`config.mk`:
```
export PLATFORM = sky130hd
export DESIGN_NAME = riscv_lsu_flat
export DESIGN_NICKNAME = d
export VERILOG_FILES = /design/src/rtl/riscv_lsu_pkg.sv /design/src/rtl/riscv_lsu_if.sv /design/src/rtl/riscv_lsu_align.sv /design/src/rtl/riscv_lsu.sv /design/src/flat_wrapper.sv
export SDC_FILE = /design/constraint.sdc
export NUM_CORES = 1
export LEC_CHECK = 0
export ABC_AREA = 1
export BUFFER_PORTS_ARGS = -buffer_cell sky130_fd_sc_hd__buf_2
export CORE_MARGIN = 1.5
export CORE_UTILIZATION = 53
export CTS_CLUSTER_SIZE = 12
export DETAILED_ROUTE_END_ITERATION = 8
export PLACE_DENSITY = 0.95
export SETUP_SLACK_MARGIN = 0.4
export SLEW_MARGIN = 15
export SYNTH_ARGS = -nofsm -noshare
export SYNTH_HDL_FRONTEND = slang
export SYNTH_SLANG_ARGS = --single-unit
```
`constraint.sdc`:
```
create_clock -name clk -period 5.3 [get_ports clk]
set_input_delay 0.53 -clock clk [delete_from_list [all_inputs] [get_ports clk]]
set_output_delay 0.53 -clock clk [all_outputs]
set_load 0.1 [all_outputs]
```
`src/rtl/riscv_lsu_pkg.sv`:
```
// Shared types and constants for the load/store unit.
package riscv_lsu_pkg;

    localparam int REG_W = 32;
    localparam int MEM_W = 32;

    localparam logic [2:0] F3_LB  = 3'b000;
    localparam logic [2:0] F3_LH  = 3'b001;
    localparam logic [2:0] F3_LW  = 3'b010;
    localparam logic [2:0] F3_LBU = 3'b100;
    localparam logic [2:0] F3_LHU = 3'b101;

    typedef enum logic [1:0] {
        ST_IDLE = 2'b00,
        ST_BUSY = 2'b01,
        ST_DONE = 2'b10
    } lsu_state_e;

    typedef enum logic [1:0] {
        SZ_BYTE = 2'b00,
        SZ_HALF = 2'b01,
        SZ_WORD = 2'b10
    } acc_size_e;

    // funct3[1:0] carries the access size; funct3[2] selects zero-extension.
    // The unused size code 11 is handled as a word access.
    function automatic acc_size_e f3_size(input logic [2:0] f3);
        case (f3[1:0])
            2'b00:   return SZ_BYTE;
            2'b01:   return SZ_HALF;
            default: return SZ_WORD;
        endcase
    endfunction

endpackage

```
`src/rtl/riscv_lsu_if.sv`:
```
// Request/acknowledge data-memory bus between the LSU and memory.
interface riscv_lsu_if;
    import riscv_lsu_pkg::*;

    logic             mem_req;
    logic             mem_we;
    logic [REG_W-1:0] mem_addr;
    logic [3:0]       mem_be;
    logic [MEM_W-1:0] mem_wdata;
    logic [MEM_W-1:0] mem_rdata;
    logic             mem_ack;

    modport master (
        output mem_req, mem_we, mem_addr, mem_be, mem_wdata,
        input  mem_rdata, mem_ack
    );

    modport slave (
        input  mem_req, mem_we, mem_addr, mem_be, mem_wdata,
        output mem_rdata, mem_ack
    );

endinterface

```
`src/rtl/riscv_lsu_align.sv`:
```
// Lane steering for both directions: byte enables and replicated store data
// going out, lane selection and sign/zero extension coming back.
module riscv_lsu_align
    import riscv_lsu_pkg::*;
(
    input  logic [1:0]       addr_lo_i,
    input  logic [2:0]       funct3_i,
    input  logic [REG_W-1:0] wdata_raw_i,
    input  logic [MEM_W-1:0] rdata_raw_i,
    output logic [3:0]       be_o,
    output logic [MEM_W-1:0] wdata_o,
    output logic [MEM_W-1:0] rdata_o,
    output logic             misalign_o
);

    acc_size_e  size;
    logic [7:0]  byte_lane;
    logic [15:0] half_lane;

    // Decode size, then steer lanes and check natural alignment.
    always_comb begin
        size       = f3_size(funct3_i);
        byte_lane  = rdata_raw_i[{addr_lo_i, 3'b000} +: 8];
        half_lane  = addr_lo_i[1] ? rdata_raw_i[31:16] : rdata_raw_i[15:0];
        be_o       = 4'b0000;
        wdata_o    = '0;
        rdata_o    = '0;
        misalign_o = 1'b0;
        case (size)
            SZ_BYTE: begin
                be_o    = 4'b0001 << addr_lo_i;
                wdata_o = {4{wdata_raw_i[7:0]}};
                rdata_o = funct3_i[2] ? {24'b0, byte_lane}
                                      : {{24{byte_lane[7]}}, byte_lane};
            end
            SZ_HALF: begin
                misalign_o = addr_lo_i[0];
                be_o       = addr_lo_i[1] ? 4'b1100 : 4'b0011;
                wdata_o    = {2{wdata_raw_i[15:0]}};
                rdata_o    = funct3_i[2] ? {16'b0, half_lane}
                                         : {{16{half_lane[15]}}, half_lane};
            end
            default: begin
                misalign_o = |addr_lo_i;
                be_o       = 4'b1111;
                wdata_o    = wdata_raw_i;
                rdata_o    = rdata_raw_i;
            end
        endcase
    end

endmodule

```
`src/rtl/riscv_lsu.sv`:
```
// Load/store unit: turns load/store instructions into one bus transaction,
// stalls the core meanwhile and hands formatted load data to writeback.
//
// state   | meaning
// IDLE    | no transaction; aligned memory op stalls and launches next edge
// BUSY    | request on the bus, waiting for ack or timeout
// DONE    | transaction finished, instruction retires this cycle
module riscv_lsu
    import riscv_lsu_pkg::*;
#(
    parameter int unsigned TIMEOUT = 16
)(
    input  logic             clk,
    input  logic             rst,
    input  logic [REG_W-1:0] alu_result_i,
    input  logic [REG_W-1:0] rs2_val_i,
    input  logic [2:0]       funct3_i,
    input  logic             mem_re_i,
    input  logic             mem_we_i,
    output logic             stall_o,
    riscv_lsu_if.master      mem_if,
    output logic [MEM_W-1:0] data_o,
    output logic [REG_W-1:0] data_addr_o,
    output logic             data_re_o,
    output logic             misalign_o,
    output logic             bus_err_o
);

    localparam logic [7:0] TO_LAST = 8'(TIMEOUT - 1);

    lsu_state_e       state_q, state_d;
    logic             req_q, req_d;
    logic             we_q, we_d;
    logic [REG_W-1:0] addr_q, addr_d;
    logic [3:0]       be_q, be_d;
    logic [MEM_W-1:0] wdata_q, wdata_d;
    logic [1:0]       lane_q, lane_d;
    logic [2:0]       f3_q, f3_d;
    logic             load_q, load_d;
    logic [7:0]       cnt_q, cnt_d;
    logic [MEM_W-1:0] data_q, data_d;
    logic             data_re_q, data_re_d;
    logic             bus_err_q, bus_err_d;

    logic             in_idle;
    logic             mem_op;
    logic             start;
    logic [1:0]       al_lane;
    logic [2:0]       al_f3;
    logic [3:0]       al_be;
    logic [MEM_W-1:0] al_wdata;
    logic [MEM_W-1:0] al_rdata;
    logic             al_misalign;

    // In IDLE the aligner sees the live instruction (store side); once the
    // request is out it sees the latched lane/funct3 (load side).
    assign in_idle = (state_q == ST_IDLE);
    assign al_lane = in_idle ? alu_result_i[1:0] : lane_q;
    assign al_f3   = in_idle ? funct3_i : f3_q;

    riscv_lsu_align u_align (
        .addr_lo_i   (al_lane),
        .funct3_i    (al_f3),
        .wdata_raw_i (rs2_val_i),
        .rdata_raw_i (mem_if.mem_rdata),
        .be_o        (al_be),
        .wdata_o     (al_wdata),
        .rdata_o     (al_rdata),
        .misalign_o  (al_misalign)
    );

    assign mem_op = mem_re_i | mem_we_i;
    assign start  = in_idle & mem_op & ~al_misalign;

    // Stall and misalign follow the instruction combinationally; reset
    // masks them so an abandoned transaction releases the core at once.
    assign stall_o     = ~rst & (start | (state_q == ST_BUSY));
    assign misalign_o  = ~rst & in_idle & mem_op & al_misalign;
    assign data_addr_o = alu_result_i;

    assign mem_if.mem_req   = req_q;
    assign mem_if.mem_we    = we_q;
    assign mem_if.mem_addr  = addr_q;
    assign mem_if.mem_be    = be_q;
    assign mem_if.mem_wdata = wdata_q;
    assign data_o           = data_q;
    assign data_re_o        = data_re_q;
    assign bus_err_o        = bus_err_q;

    // Next-state and next-output logic for the transaction FSM.
    always_comb begin
        state_d   = state_q;
        req_d     = req_q;
        we_d      = we_q;
        addr_d    = addr_q;
        be_d      = be_q;
        wdata_d   = wdata_q;
        lane_d    = lane_q;
        f3_d      = f3_q;
        load_d    = load_q;
        cnt_d     = cnt_q;
        data_d    = data_q;
        data_re_d = 1'b0;
        bus_err_d = 1'b0;
        case (state_q)
            ST_IDLE: begin
                if (start) begin
                    state_d = ST_BUSY;
                    req_d   = 1'b1;
                    we_d    = mem_we_i;
                    addr_d  = {alu_result_i[REG_W-1:2], 2'b00};
                    be_d    = al_be;
                    wdata_d = al_wdata;
                    lane_d  = alu_result_i[1:0];
                    f3_d    = funct3_i;
                    load_d  = mem_re_i;
                    cnt_d   = 8'd0;
                end
            end
            ST_BUSY: begin
                cnt_d = cnt_q + 8'd1;
                // Ack is checked first so it wins over a coincident timeout.
                if (mem_if.mem_ack) begin
                    state_d   = ST_DONE;
                    req_d     = 1'b0;
                    we_d      = 1'b0;
                    data_re_d = load_q;
                    if (load_q) begin
                        data_d = al_rdata;
                    end
                end else if (cnt_q == TO_LAST) begin
                    state_d   = ST_DONE;
                    req_d     = 1'b0;
                    we_d      = 1'b0;
                    data_re_d = load_q;
                    data_d    = '0;
                    bus_err_d = 1'b1;
                end
            end
            ST_DONE: begin
                state_d = ST_IDLE;
            end
            default: begin
                state_d = ST_IDLE;
            end
        endcase
    end

    // State and registered outputs; reset abandons any transaction.
    always_ff @(posedge clk or posedge rst) begin
        if (rst) begin
            state_q   <= ST_IDLE;
            req_q     <= 1'b0;
            we_q      <= 1'b0;
            addr_q    <= '0;
            be_q      <= 4'b0000;
            wdata_q   <= '0;
            lane_q    <= 2'b00;
            f3_q      <= 3'b000;
            load_q    <= 1'b0;
            cnt_q     <= 8'd0;
            data_q    <= '0;
            data_re_q <= 1'b0;
            bus_err_q <= 1'b0;
        end else begin
            state_q   <= state_d;
            req_q     <= req_d;
            we_q      <= we_d;
            addr_q    <= addr_d;
            be_q      <= be_d;
            wdata_q   <= wdata_d;
            lane_q    <= lane_d;
            f3_q      <= f3_d;
            load_q    <= load_d;
            cnt_q     <= cnt_d;
            data_q    <= data_d;
            data_re_q <= data_re_d;
            bus_err_q <= bus_err_d;
        end
    end

endmodule

```
`src/flat_wrapper.sv`:
```
// flat-port wrapper written by rule: the top's interface ports become plain ports
module riscv_lsu_flat import riscv_lsu_pkg::*;
#(
    parameter int unsigned TIMEOUT = 16
)
  (clk, rst, alu_result_i, rs2_val_i, funct3_i, mem_re_i, mem_we_i, stall_o, data_o, data_addr_o, data_re_o, misalign_o, bus_err_o, mem_if_mem_req, mem_if_mem_we, mem_if_mem_addr, mem_if_mem_be, mem_if_mem_wdata, mem_if_mem_rdata, mem_if_mem_ack);
  riscv_lsu_if mem_if_i ();
  input  logic clk;
  input  logic rst;
  input  logic [REG_W-1:0] alu_result_i;
  input  logic [REG_W-1:0] rs2_val_i;
  input  logic [2:0] funct3_i;
  input  logic mem_re_i;
  input  logic mem_we_i;
  output logic stall_o;
  output logic [MEM_W-1:0] data_o;
  output logic [REG_W-1:0] data_addr_o;
  output logic data_re_o;
  output logic misalign_o;
  output logic bus_err_o;
  output wire logic [$bits(mem_if_i.mem_req)-1:0] mem_if_mem_req;
  output wire logic [$bits(mem_if_i.mem_we)-1:0] mem_if_mem_we;
  output wire logic [$bits(mem_if_i.mem_addr)-1:0] mem_if_mem_addr;
  output wire logic [$bits(mem_if_i.mem_be)-1:0] mem_if_mem_be;
  output wire logic [$bits(mem_if_i.mem_wdata)-1:0] mem_if_mem_wdata;
  input wire logic [$bits(mem_if_i.mem_rdata)-1:0] mem_if_mem_rdata;
  input wire logic [$bits(mem_if_i.mem_ack)-1:0] mem_if_mem_ack;
  assign mem_if_mem_req = mem_if_i.mem_req;
  assign mem_if_mem_we = mem_if_i.mem_we;
  assign mem_if_mem_addr = mem_if_i.mem_addr;
  assign mem_if_mem_be = mem_if_i.mem_be;
  assign mem_if_mem_wdata = mem_if_i.mem_wdata;
  assign mem_if_i.mem_rdata = mem_if_mem_rdata;
  assign mem_if_i.mem_ack = mem_if_mem_ack;
  riscv_lsu #(.TIMEOUT(TIMEOUT)) u_core (.clk(clk), .rst(rst), .alu_result_i(alu_result_i), .rs2_val_i(rs2_val_i), .funct3_i(funct3_i), .mem_re_i(mem_re_i), .mem_we_i(mem_we_i), .stall_o(stall_o), .mem_if(mem_if_i), .data_o(data_o), .data_addr_o(data_addr_o), .data_re_o(data_re_o), .misalign_o(misalign_o), .bus_err_o(bus_err_o));
endmodule
```
# Word-level counts from Yosys, hierarchy flattened
# Cells that the tools add are included.
dict set report op_classes {
  n_addsub 1
  n_mul 0
  n_div 0
  order_cmp 0
  eq_ne 7
  n_shift 2
  mux 32
  bitwise_logic 10
  n_reduce_logical 11
}
# cell count
set ops {}
lappend ops {{$mux W32} 5}
lappend ops {{$pmux W32 S2} 2}
lappend ops {{$shiftx A32 B6 Y8} 1}
lappend ops {{$mux W16} 1}
lappend ops {{$pmux W8 S2} 1}
lappend ops {{$mux W1} 10}
lappend ops {{$add A8 B1 Y8 const B} 1}
lappend ops {{$eq A8 B4 Y1 const B} 1}
lappend ops {{$mux W2} 4}
lappend ops {{$mux W8} 1}
lappend ops {{$pmux W2 S2} 2}
lappend ops {{$pmux W4 S2} 1}
lappend ops {{$and A1 B1 Y1} 6}
lappend ops {{$eq A2 B1 Y1 const B} 3}
lappend ops {{$logic_not A2 Y1} 3}
lappend ops {{$pmux W1 S2} 3}
lappend ops {{$reduce_and A2 Y1} 3}
lappend ops {{$reduce_and A3 Y1} 2}
lappend ops {{$mux W4} 1}
lappend ops {{$reduce_bool A2 Y1} 2}
lappend ops {{$shl A1 B2 Y4 const A} 1}
lappend ops {{$mux W3} 1}
lappend ops {{$ne A3 B3 Y1 const B} 1}
lappend ops {{$ne A2 B1 Y1 const B} 1}
lappend ops {{other kinds (4)} 6}
dict set report totals {
  regBits 118
  latch_bits 0
  mem_bits_rw 0
  mem_bits_ro 0
  output_inout_bits 138
  n_memories 0
}

# Logic depth before layout (Yosys ltp)
# Gate-level depths: netlist of the first run.
dict set report depth {
  word_depth 10
  depth_mapped 13
}

# Hierarchy
# A second synthesis of the first run with hierarchy kept.
dict set report hier_totals {
  hier_cells 816
  area_unflattened_um2 6170.9
}
# mod n_inst cells_per_inst area_per_inst_um2 seq_area_each_um2
set by_module_without_submodules {}
lappend by_module_without_submodules {riscv_lsu 1 583 5068.6 2952.8}
lappend by_module_without_submodules {riscv_lsu_align 1 233 1102.3 0.0}

# Least setup slack after synthesis of the first run
# No wires, ideal clock.
dict set report synth_timing {
  path_type {in2out}
  from {input port rst}
  to {output port misalign_o}
  t_arrival_ns 4.469
  required_time_ns 4.770
  path_slack_ns 0.301
  stages 3
  path_cell_list {inv_1 nand2_1 nor2_1}
}
dict set report synth_via {
  elab_chain_len 4
}
# item line_no
set synth_rtl {}
lappend synth_rtl {{start: declaration} flat_wrapper.sv:9} ;# input logic rst;
lappend synth_rtl {{$not A1 Y1} riscv_lsu.sv:78} ;# assign misalign_o = ~rst & in_idle & mem_op & al_misalign;
lappend synth_rtl {{$and A1 B1 Y1 (3 in series)} riscv_lsu.sv:78}
lappend synth_rtl {{end: declaration} flat_wrapper.sv:19} ;# output logic misalign_o;
# Every way passes these cells.

# Worst setup path after layout of the first run
dict set report layout_timing {
  from {register u_core.state_q[1]}
  to {output port stall_o}
}
dict set report layout_via {
  elab_chain_len 10
}
# item line_no
set layout_rtl {}
lappend layout_rtl {{start: declaration} riscv_lsu.sv:31} ;# lsu_state_e state_q, state_d;
lappend layout_rtl {{start signal: assignment} riscv_lsu.sv:166} ;# state_q <= state_d;
lappend layout_rtl {{$logic_not A2 Y1} riscv_lsu.sv:57} ;# assign in_idle = (state_q == ST_IDLE);
lappend layout_rtl {{$mux W3} riscv_lsu.sv:59} ;# assign al_f3 = in_idle ? funct3_i : f3_q;
lappend layout_rtl {{$eq A2 B1 Y1 / $logic_not A2 Y1 (equally long branches)} riscv_lsu_pkg.sv:28} ;# case (f3[1:0])
lappend layout_rtl {{$pmux W2 S2} riscv_lsu_pkg.sv:28}
lappend layout_rtl {{$eq A2 B1 Y1 / $logic_not A2 Y1 (equally long branches)} riscv_lsu_align.sv:29} ;# case (size)
lappend layout_rtl {{$pmux W1 S2} riscv_lsu_align.sv:29}
lappend layout_rtl {{$not A1 Y1} riscv_lsu.sv:73} ;# assign start = in_idle & mem_op & ~al_misalign;
lappend layout_rtl {{$and A1 B1 Y1} riscv_lsu.sv:73}
lappend layout_rtl {{$or A1 B1 Y1 (*)} riscv_lsu.sv:77} ;# assign stall_o = ~rst & (start | (state_q == ST_BUSY));
lappend layout_rtl {{$and A1 B1 Y1 (*)} riscv_lsu.sv:77}
lappend layout_rtl {{end: declaration} flat_wrapper.sv:15} ;# output logic stall_o;
# Every way passes the cells marked *; elsewhere a longest branch is shown, timed or not.

==> flow_summary.yaml, run 1 <==
run_status:
  run_status: "finished clean"
global_routing:
  grt_pass1_vias: 5652
  grt_util_all_layers_pct: 29.1
  antenna_found_initial: 3
  grt_pass1_wl_um: 26800
  gr-total-overflow: 0
  grt_max_degree: 91
drt:
  vias_per_cell: 5.21
  drt_iter0_drc: 513
  firstDrtPassIters: 6
  vias: 6019
  drc: 0
  wl_per_cell_um: 14.8
  wirelength_um: 17100
  ant_nets: 0
yosys:
  synth_warnings: 0
  syn_avg_cell_area_um2: 7.50
  synth-simple-area-share_pct: 35.1
  synth_top_cells_by_area: "dfrtp_1 (49%), nand2_1 (24%), buf_4 (5.3%)"
  muxShareOfSynthArea_pct: 0.166
  netlist_instances: 805
  ys_types: 30
  synthAdderAreaFrac_pct: 0.207
  ys_seq_area_share_pct: 48.9
  synth_top_area_share_pct: 48.9
  syn_area_um2: 6040
  yosys.area.top_type: "dfrtp_1"
  synth_top_family_by_area: "simple AND/OR/NAND/NOR gates"
  synth_compound_area_share_pct: 5.22
  synth-seq-cells: 118
  synthXorXnorAreaFrac_pct: 0.145
floorplan:
  row_count: 38
  io_pins: 242
  die_width_um: 110
  die_y_um: 110
  coreArea_um2: 11000
  start_util_pct: 55.0
  die-area_um2: 12000
clock_network:
  clk_path_buf_depth: 2
  post_cts_buffers: 0
  worstSkewPairLatency_ns: 0.40
  cts.clk_slew.worst_paths_ns: 0.06
  cts.sinks: 118
  cts_resized: 0
  ctsHoldBuffers: 0
  cts_tree: "built"
  cts_buffers: 17
  cts_root_buf: "clkbuf_16"
  htree_levels: 4
timing:
  tns_ns: 0
  hold_violations: 0
  worst_pin_slew_ns: 1.14
  relSlewSlack_pct: 23.1
  finalCritPeriodShare_pct: 80.4
  finalSetupViolCount: 0
  finClkSkew_ns: 0.0118
  rsz0062_at_grt: "false"
  period_minus_slack_ns: 4.26
  slew_viol_final: 0
  max_freq_mhz: 235
critical_path:
  crit_fanout: 90
  end_kind: "output port"
  rr_worst_depth: 10
  crit_end: "stall_o"
  worstReg2RegStart: "u_core.state_q[1]"
  arrival_ns: 3.73
  worstSetupStartpointType: "flip-flop"
  critPathLaunch: "u_core.state_q[1]"
  r2r_end: "u_core.cnt_q[6]"
  crit_type: "reg -> out"
  rrSetupSlack_ns: 1.63
  required_ns: 4.77
placed_design:
  dp_hpwl_um: 12200
  place.gp.congestion: 0.909
  io_buffers: 239
  place_area_um2: 6990
final_layout:
  final_nets: 1106
  multi_input_area_um2: 2480
  seq_area_um2: 2950
  drive_above_1_share_pct: 30.3
  mostFrequentLayoutCell: "nand2_1"
  final_cell_mix: "nand2_1 (392), buf_2 (239), dfrtp_1 (118), nor2_1 (55)"
  syn2layout_area_growth_pct: 26.3
  fin_area_um2: 7630
  fillers: 843
min_path:
  hold_path_class: "in -> async"
job:
  cap_violations: 0
-- synthesized netlist by cell type (all sizes together) --
cell type / count
conb: 1
or2: 8
buf: 54
mux2i: 1
nor2: 59
nand3: 44
and3: 1
nand2: 398
o21a: 1
nor3: 1
dfrtp: 118
o21ai: 42
a31oi: 1
inv: 44
ha: 1
o22ai: 1
xor2: 1
clkbuf: 12
nand4: 2
o211ai: 1
a21oi: 14
-- metal layers --
layer	vias to the layer above	part of all wire (%)	track usage [%]
li1	2840	-	-
met1	2770	38	35.0
met2	359	50	49.3
met3	48	9.3	7.59
met4	2	2.9	12.5
met5	-	0.041	0
-- critical path: stages, from the launching register on --
cell and delay [ns]:
dfrtp_1 0.41, nor2_4 0.09, o21ai_0 0.89, nand2_1 0.17
nand2_1 0.11, nand2_1 0.08, inv_2 0.08, nand2_4 0.46
nand2_1 0.37, inv_1 0.12, nor2_1 0.11, buf_2 0.43
-- metrics by stage --
step / utilization [%] / instances / worst slack, ns / hold WS, ns
after global placement: 63.7 / 1122 / 1.72 / 0.457
after floorplan: - / 806 / 1.58 / 0.448
after detailed placement: 63.7 / 1122 / 1.56 / 0.459
after CTS: 69.4 / 1154 / 1.08 / 0.322
final: 69.5 / 1156 / 1.04 / 0.319
after global routing: 69.4 / 1155 / 0.653 / 0.331
-- cell type report --
type,instances,share of cell area (%)
antenna,2,0.0656
clock buffer,19,5.67
clock inverter,13,2.58
inverter,44,2.21
multi-input combinational,578,32.5
sequential,118,38.7
tap,140,2.30
timing repair buffer,242,16.0
-- worst min path at each step --
stage                             endpoint  slack [ns]  cells after the start
2_1_floorplan               u_core.f3_q[2]        0.45                      2
5_1_grt         u_core.mem_if.mem_addr[24]        0.33                      3
4_1_cts         u_core.mem_if.mem_addr[13]        0.32                      3
6_report                  u_core.data_re_o        0.32                      3
3_5_place_dp   u_core.mem_if.mem_wdata[26]        0.46                      2
3_3_place_gp    u_core.mem_if.mem_addr[28]        0.46                      2
-- cell families (layout without fill, tap and decap cells) --
group,Yosys count,after routing
simple gates,513,513
flops,118,118
buf+inv,110,318
compound gates,60,60
fa+ha+maj,1,1
other cells,1,4
xor+xnor,1,1
mux,1,1
-- flip-flops by register name, summed over array words and instances, names as in the netlist --
| name | flops |
|---|---|
| u_core.bus_err_o | 1 |
| u_core.data_o | 32 |
| u_core.mem_if.mem_be | 4 |
| u_core.mem_if.mem_addr | 30 |
| u_core.f3_q | 3 |
| u_core.mem_if.mem_we | 1 |
| u_core.mem_if.mem_wdata | 32 |
| u_core.lane_q | 2 |
| u_core.state_q | 2 |
| u_core.data_re_o | 1 |
| u_core.load_q | 1 |
| u_core.mem_if.mem_req | 1 |
| u_core.cnt_q | 8 |
Power of run 1 is left out: the tool's default activity adds up to more than one toggle a clock period on the data nets, which glitch-free logic cannot reach.
==> run 2, diff against run 1 <==
ABC_AREA = 0   (was 1)
CORE_UTILIZATION = 44   (was 53)
PLACE_DENSITY = 0.88   (was 0.95)
clock period = 3.5 ns   (was 5.3 ns; I/O delays follow)
==> flow_summary.yaml, run 2 <==
floorplan:
  io_pins: 242
  row_count: 41
  die_y_um: 118
  die_width_um: 118
  start_util_pct: 45.7
  die-area_um2: 14000
  coreArea_um2: 12800
timing:
  finalCritPeriodShare_pct: 84.7
  relSlewSlack_pct: 27.6
  finalSetupViolCount: 0
  worst_pin_slew_ns: 1.08
  period_minus_slack_ns: 2.97
  tns_ns: 0
  max_freq_mhz: 337
  rsz0062_at_grt: "false"
  slew_viol_final: 0
  hold_violations: 0
  hold_ws_ns: 0.181
  finClkSkew_ns: 0.00873
yosys:
  netlist_instances: 527
  yosys.area.top_type: "dfrtp_1"
  synth_edf_count: 0
  synth.most_common_cell: "dfrtp_1"
  synth_top_area_share_pct: 50.6
  ys_seq_area_share_pct: 50.6
  synth_top_cells_by_area: "dfrtp_1 (51%), mux2_2 (9.3%), buf_4 (5.0%)"
  synth-seq-cells: 118
  ys_types: 53
  ys_async_sr_fraction_pct: 100
  syn_area_um2: 5830
  synth_warnings: 0
  synth_common_cells: "dfrtp_1 (118), mux2_2 (48), o21ai_0 (43)"
  syn_avg_cell_area_um2: 11.1
  synth_ff_type: "dfrtp_1"
clock_network:
  clk_path_buf_depth: 2
  cts.clk_slew.worst_paths_ns: 0.05
  cts_tree: "built"
  htree_levels: 4
  cts_root_buf: "clkbuf_16"
  worstSkewPairLatency_ns: 0.40
  ctsHoldBuffers: 0
  cts.sinks: 118
  cts_buffers: 17
drt:
  ant_nets: 0
  vias_per_cell: 5.41
  drc: 0
  vias: 4976
  wirelength_um: 15500
  wl_per_cell_um: 16.9
  firstDrtPassIters: 6
  drt_iter0_drc: 436
final_layout:
  final_cell_mix: "buf_2 (238), dfrtp_1 (117), mux2_2 (48), o21ai_0 (43), nand2_1 (40)"
  mostFrequentLayoutCell: "buf_2"
  antenna_cells: 0
  final_nets: 843
  syn2layout_area_growth_pct: 29.7
  fin_util_pct: 59.2
  drive_above_1_share_pct: 47.6
critical_path:
  crit_fanout: 21
  crit_type: "reg -> out"
  end_kind: "output port"
  arrival_ns: 2.62
  worstSetupStartpointType: "flip-flop"
  required_ns: 3.15
global_routing:
  grt_pass1_wl_um: 25100
  grt_pass1_vias: 5003
  antenna_found_initial: 0
  gr-total-overflow: 0
  grt_max_degree: 43
  grt_util_all_layers_pct: 22.6
job:
  cap_violations: 0
placed_design:
  dp_hpwl_um: 11500
  io_buffers: 239
  place.gp.congestion: 0.863
run_status:
  run_status: "finished clean"
min_path:
  hold_path_class: "in -> reg"
==> run 2: area by class of cell <==
class,count,area (um2)
Clock buffer,26,519
Inverter,13,52.6
Fill cell,1061,5210
Multi-Input combinational cell,333,2440
Timing Repair Buffer,255,1360
Clock inverter,3,17.5
Sequential cell,118,2950
Tap cell,172,215
==> run 2: logic make-up after synthesis <==
logic type,count (synthesis),synth area share (%)
AO/OA/AOI/OAI,160,19.2
XOR/XNOR,1,0.150
adder cells (fa/ha/maj),1,0.214
buffers and inverters,77,8.00
flip-flops,118,50.6
multiplexers,75,13.9
other,1,0.0643
AND/OR/NAND/NOR,94,7.83
==> run 2: repair_timing <==
| action | in CTS | in global routing |
|---|---|---|
| endpoints found under the setup margin | 2 | 2 |
| pin swaps | 0 | 1 |
| setup buffers | 0 | 2 |
| gates cloned | 0 | 0 |
| gates resized for setup | 3 | 4 |
==> run 2: final timing paths <==
kind	cells after the start	startpoint	endpoint	slack [ns]
worst min register to register	2	u_core.data_o[18]	u_core.data_o[18]	0.47
min in group asynchronous	2	rst	u_core.mem_if.mem_wdata[25]	0.19
worst min-delay path	2	funct3_i[2]	u_core.f3_q[2]	0.18
worst max-delay path	6	u_core.state_q[1]	misalign_o	0.53
max in group asynchronous	3	rst	u_core.mem_if.mem_addr[23]	2.61
worst max register to register	6	u_core.state_q[1]	u_core.data_o[31]	0.92
==> run 2: per-stage QoR <==
stage | instance area (um2) | setup WS [ns] | std cells
after floorplan | 5850 | 0.270 | 528
after global placement | 6990 | 0.795 | 889
after detailed placement | 6990 | 0.650 | 889
after CTS | 7540 | 0.434 | 918
after global routing | 7570 | 0.399 | 920
final | 7570 | 0.534 | 920
==> run 2: metal layers <==
metal,GRT usage (%),up-vias,routed length [um]
li1,-,2323,-
met3,5.89,35,1290
met1,27.8,2353,6210
met5,0,-,0
met4,11.0,0,444
met2,36.9,265,7580
==> run 2: critical path: stages (launching register included) <==
cell and delay [ns]:
dfrtp_1 0.50, or3b_2 0.53, and2_2 0.28, a21oi_2 0.21
buf_6 0.21, nor3b_2 0.22, buf_6 0.25
Power of run 2 is left out for the same reason.
